`src/rtl/synff_pkg.sv`:
```
// Shared defaults, type and width helpers for the synff write arbiter.
package synff_pkg;

   localparam int WIDTH_DEFAULT = 8;
   localparam int NREQ_DEFAULT  = 4;
   localparam int DEPTH_DEFAULT = 16;
   localparam int GRANT_W       = $clog2(NREQ_DEFAULT);

   typedef logic [GRANT_W-1:0] grant_idx_t;

   // Occupancy must represent 0..depth inclusive.
   function automatic int count_width(input int depth);
      return $clog2(depth + 1);
   endfunction

endpackage

```
`src/rtl/synff_arbiter_rr.sv`:
```
// Round-robin arbiter: searches from ptr upward (wrapping), owns ptr.
module rr_arbiter
   import synff_pkg::*;
#(
   parameter  int NREQ = NREQ_DEFAULT,
   localparam int IW   = $clog2(NREQ)
) (
   input  logic            clk,
   input  logic            rst,
   input  logic [NREQ-1:0] req,
   input  logic            enable,
   output logic [NREQ-1:0] grant,
   output logic [IW-1:0]   grant_idx
);

   logic [IW-1:0] ptr;
   logic          found;
   int            j;

   always_comb begin
      grant     = '0;
      grant_idx = '0;
      found     = 1'b0;
      j         = 0;
      for (int k = 0; k < NREQ; k++) begin
         j = int'(ptr) + k;
         if (j >= NREQ) j = j - NREQ;
         if (enable && !found && req[j]) begin
            found     = 1'b1;
            grant[j]  = 1'b1;
            grant_idx = IW'(j);
         end
      end
   end

   // The winner drops to lowest priority; ptr holds when nothing is granted.
   always_ff @(posedge clk) begin
      if (rst) begin
         ptr <= '0;
      end else if (|grant) begin
         ptr <= (grant_idx == IW'(NREQ - 1)) ? '0 : grant_idx + 1'b1;
      end
   end

endmodule

```
`src/rtl/synff_arbiter.sv`:
```
// Front end for synff: arbitrates producers onto the write port and gates
// reads against a locally tracked occupancy, since synff has no flags.
module synff_arbiter
   import synff_pkg::*;
#(
   parameter  int WIDTH = WIDTH_DEFAULT,
   parameter  int NREQ  = NREQ_DEFAULT,
   parameter  int DEPTH = DEPTH_DEFAULT,
   localparam int GW    = $clog2(NREQ),
   localparam int CW    = count_width(DEPTH)
) (
   input  logic                  clk,
   input  logic                  rst,
   input  logic [NREQ-1:0]       req_valid,
   input  logic [NREQ*WIDTH-1:0] req_data,
   output logic [NREQ-1:0]       req_ready,
   output logic [GW-1:0]         grant_id,
   output logic [WIDTH-1:0]      fifo_din,
   output logic                  fifo_wr_en,
   output logic                  fifo_rd_en,
   input  logic                  rd_req,
   output logic                  rd_valid,
   output logic [CW-1:0]         count,
   output logic                  full,
   output logic                  empty
);

   // Handshake: producer i's word is taken on the rising edge where
   // req_valid[i] && req_ready[i]; a waiting producer keeps req_data stable.
   logic grant_en;

   assign full     = (count == CW'(DEPTH));
   assign empty    = (count == '0);
   assign grant_en = !rst && !full;

   rr_arbiter #(.NREQ(NREQ)) u_rr (
      .clk       (clk),
      .rst       (rst),
      .req       (req_valid),
      .enable    (grant_en),
      .grant     (req_ready),
      .grant_idx (grant_id)
   );

   assign fifo_wr_en = |req_ready;
   assign fifo_rd_en = rd_req && !empty && !rst;

   always_comb begin
      fifo_din = '0;
      for (int i = 0; i < NREQ; i++) begin
         if (req_ready[i]) fifo_din = req_data[i*WIDTH +: WIDTH];
      end
   end

   // A simultaneous read and write cancel out.
   always_ff @(posedge clk) begin
      if (rst) begin
         count    <= '0;
         rd_valid <= 1'b0;
      end else begin
         rd_valid <= fifo_rd_en;
         case ({fifo_wr_en, fifo_rd_en})
            2'b10:   count <= count + 1'b1;
            2'b01:   count <= count - 1'b1;
            default: count <= count;
         endcase
      end
   end

endmodule

```
`config.mk`:
```
export PLATFORM = sky130hd
export DESIGN_NAME = synff_arbiter
export DESIGN_NICKNAME = d
export VERILOG_FILES = /design/src/rtl/synff_pkg.sv /design/src/rtl/synff_arbiter_rr.sv /design/src/rtl/synff_arbiter.sv
export SDC_FILE = /design/constraint.sdc
export NUM_CORES = 1
export LEC_CHECK = 0
export ABC_AREA = 1
export BUFFER_PORTS_ARGS = -buffer_cell sky130_fd_sc_hd__buf_4
export CORE_MARGIN = 2
export CORE_UTILIZATION = 48
export CTS_CLUSTER_DIAMETER = 200
export DETAILED_ROUTE_END_ITERATION = 6
export PLACE_DENSITY = 0.82
export REMOVE_ABC_BUFFERS = 1
export SYNTH_ARGS = -nofsm -noshare
export SYNTH_HDL_FRONTEND = slang
export SYNTH_SLANG_ARGS = --single-unit
```
`constraint.sdc`:
```
create_clock -name clk -period 3.6 [get_ports clk]
set_input_delay 0.72 -clock clk [delete_from_list [all_inputs] [get_ports clk]]
set_output_delay 0.72 -clock clk [all_outputs]
set_load 0.02 [all_outputs]
```
; Yosys cells after proc, flatten, opt, wreduce, memory -nomap -nowiden
; Index checks and enable logic that the tools add are counted.
[totals]
reg_bits = 8
input_bits = 39
word_cells = 96
[classes]
addsub = 10
order_cmp = 12
eq_ne = 4
mux = 41
n_bitwise = 3
n_reduce_logical = 23
[op_table]
columns = operator, n
row1 = "greater-or-equal comparator 32 x 1 -> 1 bit, second input constant", 4
row2 = "less-than comparator 32 x 4 -> 1 bit, second input constant", 4
row3 = 2-to-1 mux 32 bit, 4
row4 = "greater-or-equal comparator 32 x 4 -> 1 bit, second input constant", 3
row5 = "subtractor 32 x 4 -> 32 bit, second input constant", 3
row6 = 2-to-1 mux 8 bit, 4
row7 = 2-to-1 mux 4 bit, 4
row8 = 2-to-1 mux 1 bit, 15
row9 = logical AND 1 bit, 14
row10 = bitwise OR 4 bit, 3
row11 = 2-to-1 mux 2 bit, 5
row12 = one-hot mux 5 bit (2 select lines), 1
row13 = binary-select mux 1 bit (select 2 bit), 4
row14 = demux 1 bit (select 2 bit), 4
row15 = "adder 2 x 2 -> 3 bit, second input constant", 2
row16 = logical NOT 1 bit, 6
row17 = "adder 5 x 1 -> 5 bit, second input constant", 1
row18 = "equality test 5 bit, second input constant", 1
row19 = logical NOT 5 bit, 1
row20 = "subtractor 5 x 1 -> 5 bit, second input constant", 1
row21 = "equality test 2 bit, second input constant", 2
row22 = OR reduction 4 bit, 1
row23 = "subtractor 2 x 3 -> 4 bit, second input constant", 1
row24 = "adder 2 x 1 -> 3 bit, second input constant", 1
row25 = other kinds (4), 4

; Depth between registers and ports, before layout
[logic_depth]
ltp_word = 23
ltp_mapped = 21
mapped_depth_nobuf = 20

; Modules after synthesis
; Synthesis repeated with hierarchy kept, for this count alone.
[unflattened]
cells_unflattened = 223
hier_area_um2 = 1402.6
[by_module_without_submodules]
columns = module, instances, cells_each, area_per_inst_um2, seq_area_each_um2
row1 = synff_arbiter, 1, 130, 760.7, 120.1
row2 = rr_arbiter, 1, 93, 641.9, 40.0

; Worst setup path after synthesis
; Ideal clock, no wire load.
[synth_timing]
path_type = register to register
startpoint = reg (tool-made name)
endpoint = reg count[4]
setup_ps = 119
arrival_ps = 3272
required_time_ps = 3481
setup_slack_ps = 208
stages_incl_launch_ff = 21
n_path_buf = 1
synth_period_minus_slack_ps = 3392
cell_sequence = dfxtp_1 > buf_6 > inv_6 > ha_1 > inv_1 > nand3_1 > nand2_4 > nor2_8 > nand3_1 > nand3_4 > nor2_2 > nand2_2 > inv_1 > ha_1 > fa_1 > a21o_1 > a21oi_1 > o21ai_0 > a21o_1 > o21ai_0 > a21oi_1
[synth_lines]
columns = item, line_no
row1 = "end signal, assigned", synff_arbiter.sv:63  ; 2'b10: count <= count + 1'b1;
row2 = "end signal, assigned", synff_arbiter.sv:64  ; 2'b01: count <= count - 1'b1;
row3 = "end signal, assigned", synff_arbiter.sv:65  ; default: count <= count;
row4 = "end, declared", synff_arbiter.sv:23  ; output logic [CW-1:0] count,

; Worst setup path in the final report
[layout_timing]
startpoint = reg u_rr.ptr[1]
endpoint = reg count[4]
[layout_between]
elab_chain_len = 22
elab_cells_between_ends = 72
cone_classes = add/sub: 7 / order compare: 12 / eq/ne: 2 / mux: 32 / bitwise: 3 / reduce/logical: 16
[layout_lines]
columns = item, line_no
row1 = "start, declared", synff_arbiter_rr.sv:16  ; logic [IW-1:0] ptr;
row2 = "start signal, assigned", synff_arbiter_rr.sv:41  ; ptr <= (grant_idx == IW'(NREQ - 1)) ? '0 : grant_idx + 1'b1;
row3 = branches (longest 18 deep; another with subtractor 32 x 4 -> 32 bit), n/a
row4 = 2-to-1 mux 4 bit (*), synff_arbiter_rr.sv:28  ; if (enable && !found && req[j]) begin
row5 = OR reduction 4 bit (*), synff_arbiter.sv:45  ; assign fifo_wr_en = |req_ready;
row6 = equality test 2 x 1 -> 1 bit / equality test 2 bit (equally long branches), synff_arbiter.sv:62  ; case ({fifo_wr_en, fifo_rd_en})
row7 = one-hot mux 5 bit (2 select lines) / nonzero test 2 bit (equally long branches), n/a
; Mark *: on every way between the ends. The select of a mux whose other input is x is not followed.
; A chain may end at the register's enable or synchronous reset.

==> results.md <==
* Status: completed
* Crit path cell chain: inv_2 > ha_1 > inv_1 > nand3_1 > nand2_4 > nor2_8 > nand3_1 > nand3_4 > nor2_2 > nand2_2 > inv_1 > ha_1 > ha_1 > a21o_1 > a21oi_1 > o21ai_0 > a21o_1 > o21ai_0 > a21oi_1
* Synthesized area at 0.00138 mm2
* Sequential area share after synthesis at 11.6%
* Total Power at 0.00169 W
* Worst Hold End: count[4]$_SDFFE_PP0P_
* Vias in the first global route at 1,389
* TritonRoute pass-1 iters at 4
* HP Start: count[4]$_SDFFE_PP0P_
* I/O pin count at 63
* Static leakage at 1.12 nW
* CP required at 3750 ps
* Number of synthesized flops with an enable pin at 0
* Die X at 57.6 um
* Crit Path Max Fanout at 10
* Final-report max-slew violation count at 0
* Tot GR Track Use at 22.0%
* Grt total ovfl at 0
* Max-Cap Viols at 0
* Share of flip-flops with an asynchronous set or reset at 0%
* Syn Area/Cell at 6.01 um2
* Synth area leaders: nand2_1 (17%), dfxtp_1 (12%), nand3_1 (12%), ha_1 (11%), nor2_1 (8.2%)
* Synth-to-Final Area Change at 38.7%
* DR iter-0 viols at 77
* Hold_buf cts at 0
* Largest net degree at the start of global routing at 18
* RSZ-0062 raised after global routing: no
* R2R depth at 19
* PwrDens at 880 mW/mm2
* Total number of vias at 1,672
* Clock transition at path regs at 60 ps
* Die area at 0.00332 mm2
* Setup violators final at 0
* Port bufs at 62
* Placed wire-length estimate at 2970 um
* H-tree levels at 1
* Layout Cells excl Fill at 328
* Routed Antenna Nets at 0
* DRT Wirelength at 3740 um
* Critical R2R Capture: count[4]$_SDFFE_PP0P_
* Fin nets at 351
* Slew @ Worst Pin at 259 ps
* Slew HR at 82.7%
* Yosys top cell area share at 17.4%
* CTS Buf Count at 3
* Most frequent cell after synthesis: nand2_1
* DR DRC count at 0
* Worst-skew pair later-pin latency at 260 ps
* Post-synth top cells: nand2_1 (64), nand3_1 (32), nor2_1 (30), inv_1 (21), a21oi_1 (13)
* Clk root buf: clkbuf_4
* Final hold violations at 0
* Final min period at 3350 ps
* R2r setup slk at 250 ps
* Worst reg2reg startpoint: u_rr.ptr[1]$_SDFFE_PP0P_
* Worst hold path depth at 2
* Max Clock Freq at 298 MHz
* Placed cells at 325
* Critical path buffer and inverter count at 3
* Via density at 5.10
* Synth unique cells at 28
* Post-CTS sizing at 0
* Setup Fix Bufs, Post-CTS at 0
* Crit Path Class: register to register
* Average wire per standard cell at 11.4 um
* Crit end category: register
* Startpoint types: register
* Starting Density at 50.5%
* CTS tree: done
* Layout cells sized above 1 at 34.0%
* Worst hold path class: register to register
* Crit-path leading delay family: adder cells
* Clk buf depth at 2
* Data arrival, critical path at 3500 ps
* Cell taking the most area after synthesis: nand2_1
* Synth Warn # at 0
* Worst path max stage delay at 360 ps
* Initial antenna violation count at 0
* Crit share post-route at 93.1%
* Cells after synthesis at 230
* Die height at 57.6 um
* Post-synth top flop: dfxtp_1
* Critical path's slowest cell: ha_1
* Diodes inserted at 0
* Peak VDD IR at 0.000624 V
* Row count at 19
* GP Congestion at 0.833
* Most used cell, CP: ha_1
* Yosys reg bits at 8
* Core area at 0.00273 mm2
* Worst Skew at 9.16 ps
* First-pass GRT wire length at 5980 um
* CTS sink cnt at 8
-- metal layers --
| layer | wire, um | GRT usage, % | up-vias |
|---|---|---|---|
| li1 | - | - | 874 |
| met1 | 1640 | 30.9 | 747 |
| met4 | 14 | 3.99 | 0 |
| met3 | 166 | 2.46 | 2 |
| met5 | 0 | 0 | - |
| met2 | 1920 | 36.7 | 49 |
-- logic make-up (layout without fill, tap and decap cells) --
kind of cell,count (synthesis),after routing,synth area share [%]
AO/OA/AOI/OAI,26,26,10.3
XOR/XNOR,2,2,1.27
adder cells (fa/ha/maj),13,13,12.3
buffers and inverters,32,99,11.3
flip-flops,8,8,11.6
AND/OR/NAND/NOR,149,149,53.2
-- power breakdown --
group	switching (W)	internal (W)	total, W
sequential	0.0000357	0.000123	0.000159
combinational	0.000909	0.000549	0.00146
clock	0.0000312	0.0000382	0.0000694
-- per-stage QoR --
step           setup TNS, ps  utilization, %  hold WS [ps]  cell area [um2]  setup WS, ps
2_1_floorplan           -175               -           569             1340          -174
3_3_place_gp               0            69.1           501             1890           234
3_5_place_dp               0            69.1           502             1890           130
4_1_cts                    0            69.9           516             1910           188
5_1_grt                    0            70.1           540             1920          9.20
6_report                   0            70.1           525             1920           249
-- cell usage in the layout (no fill, tap or decap) --
| cell | n |
|---|---|
| a211oi_1 | 1 |
| a21o_1 | 2 |
| a21oi_1 | 13 |
| buf_4 | 68 |
| clkbuf_4 | 3 |
| dfxtp_1 | 7 |
| dfxtp_2 | 1 |
| fa_2 | 1 |
| ha_1 | 12 |
| inv_1 | 21 |
| inv_2 | 4 |
| inv_4 | 2 |
| inv_6 | 1 |
| nand2_1 | 64 |
| nand2_2 | 6 |
| nand2_4 | 3 |
| nand3_1 | 32 |
| nand3_2 | 3 |
| nand3_4 | 2 |
| nand4_1 | 3 |
| nor2_1 | 30 |
| nor2_2 | 2 |
| nor2_4 | 3 |
| nor2_8 | 1 |
| o21ai_0 | 8 |
| o21ai_2 | 1 |
| o22ai_1 | 1 |
| xnor2_1 | 1 |
| xor2_1 | 1 |
-- layout make-up --
type                       instances  area (um2)
clock buffer                       3        22.5
fill                             229         818
sequential                         8         161
tap                               31        38.8
multi-input combinational        190        1070
inverter                          28         115
timing repair buffer              68         510
-- tightest hold or removal path: stages (launching register included) --
cell	delay, ps
dfxtp_1	330
inv_1	90
a21oi_1	60
-- worst max path at each step --
stage / startpoint / to / slack, ps / cells past startpoint
6_report: u_rr.ptr[1]$_SDFFE_PP0P_ / count[4]$_SDFFE_PP0P_ / 250 / 19
5_1_grt: u_rr.ptr[1]$_SDFFE_PP0P_ / count[4]$_SDFFE_PP0P_ / 9 / 19
4_1_cts: register / count[4]$_SDFFE_PP0P_ / 190 / 19
3_5_place_dp: req_valid[1] / count[4]$_SDFFE_PP0P_ / 130 / 19
3_3_place_gp: req_valid[1] / count[4]$_SDFFE_PP0P_ / 230 / 19
2_1_floorplan: register / count[4]$_SDFFE_PP0P_ / -170 / 20
No activity file was read; power rests on OpenSTA's default activity.
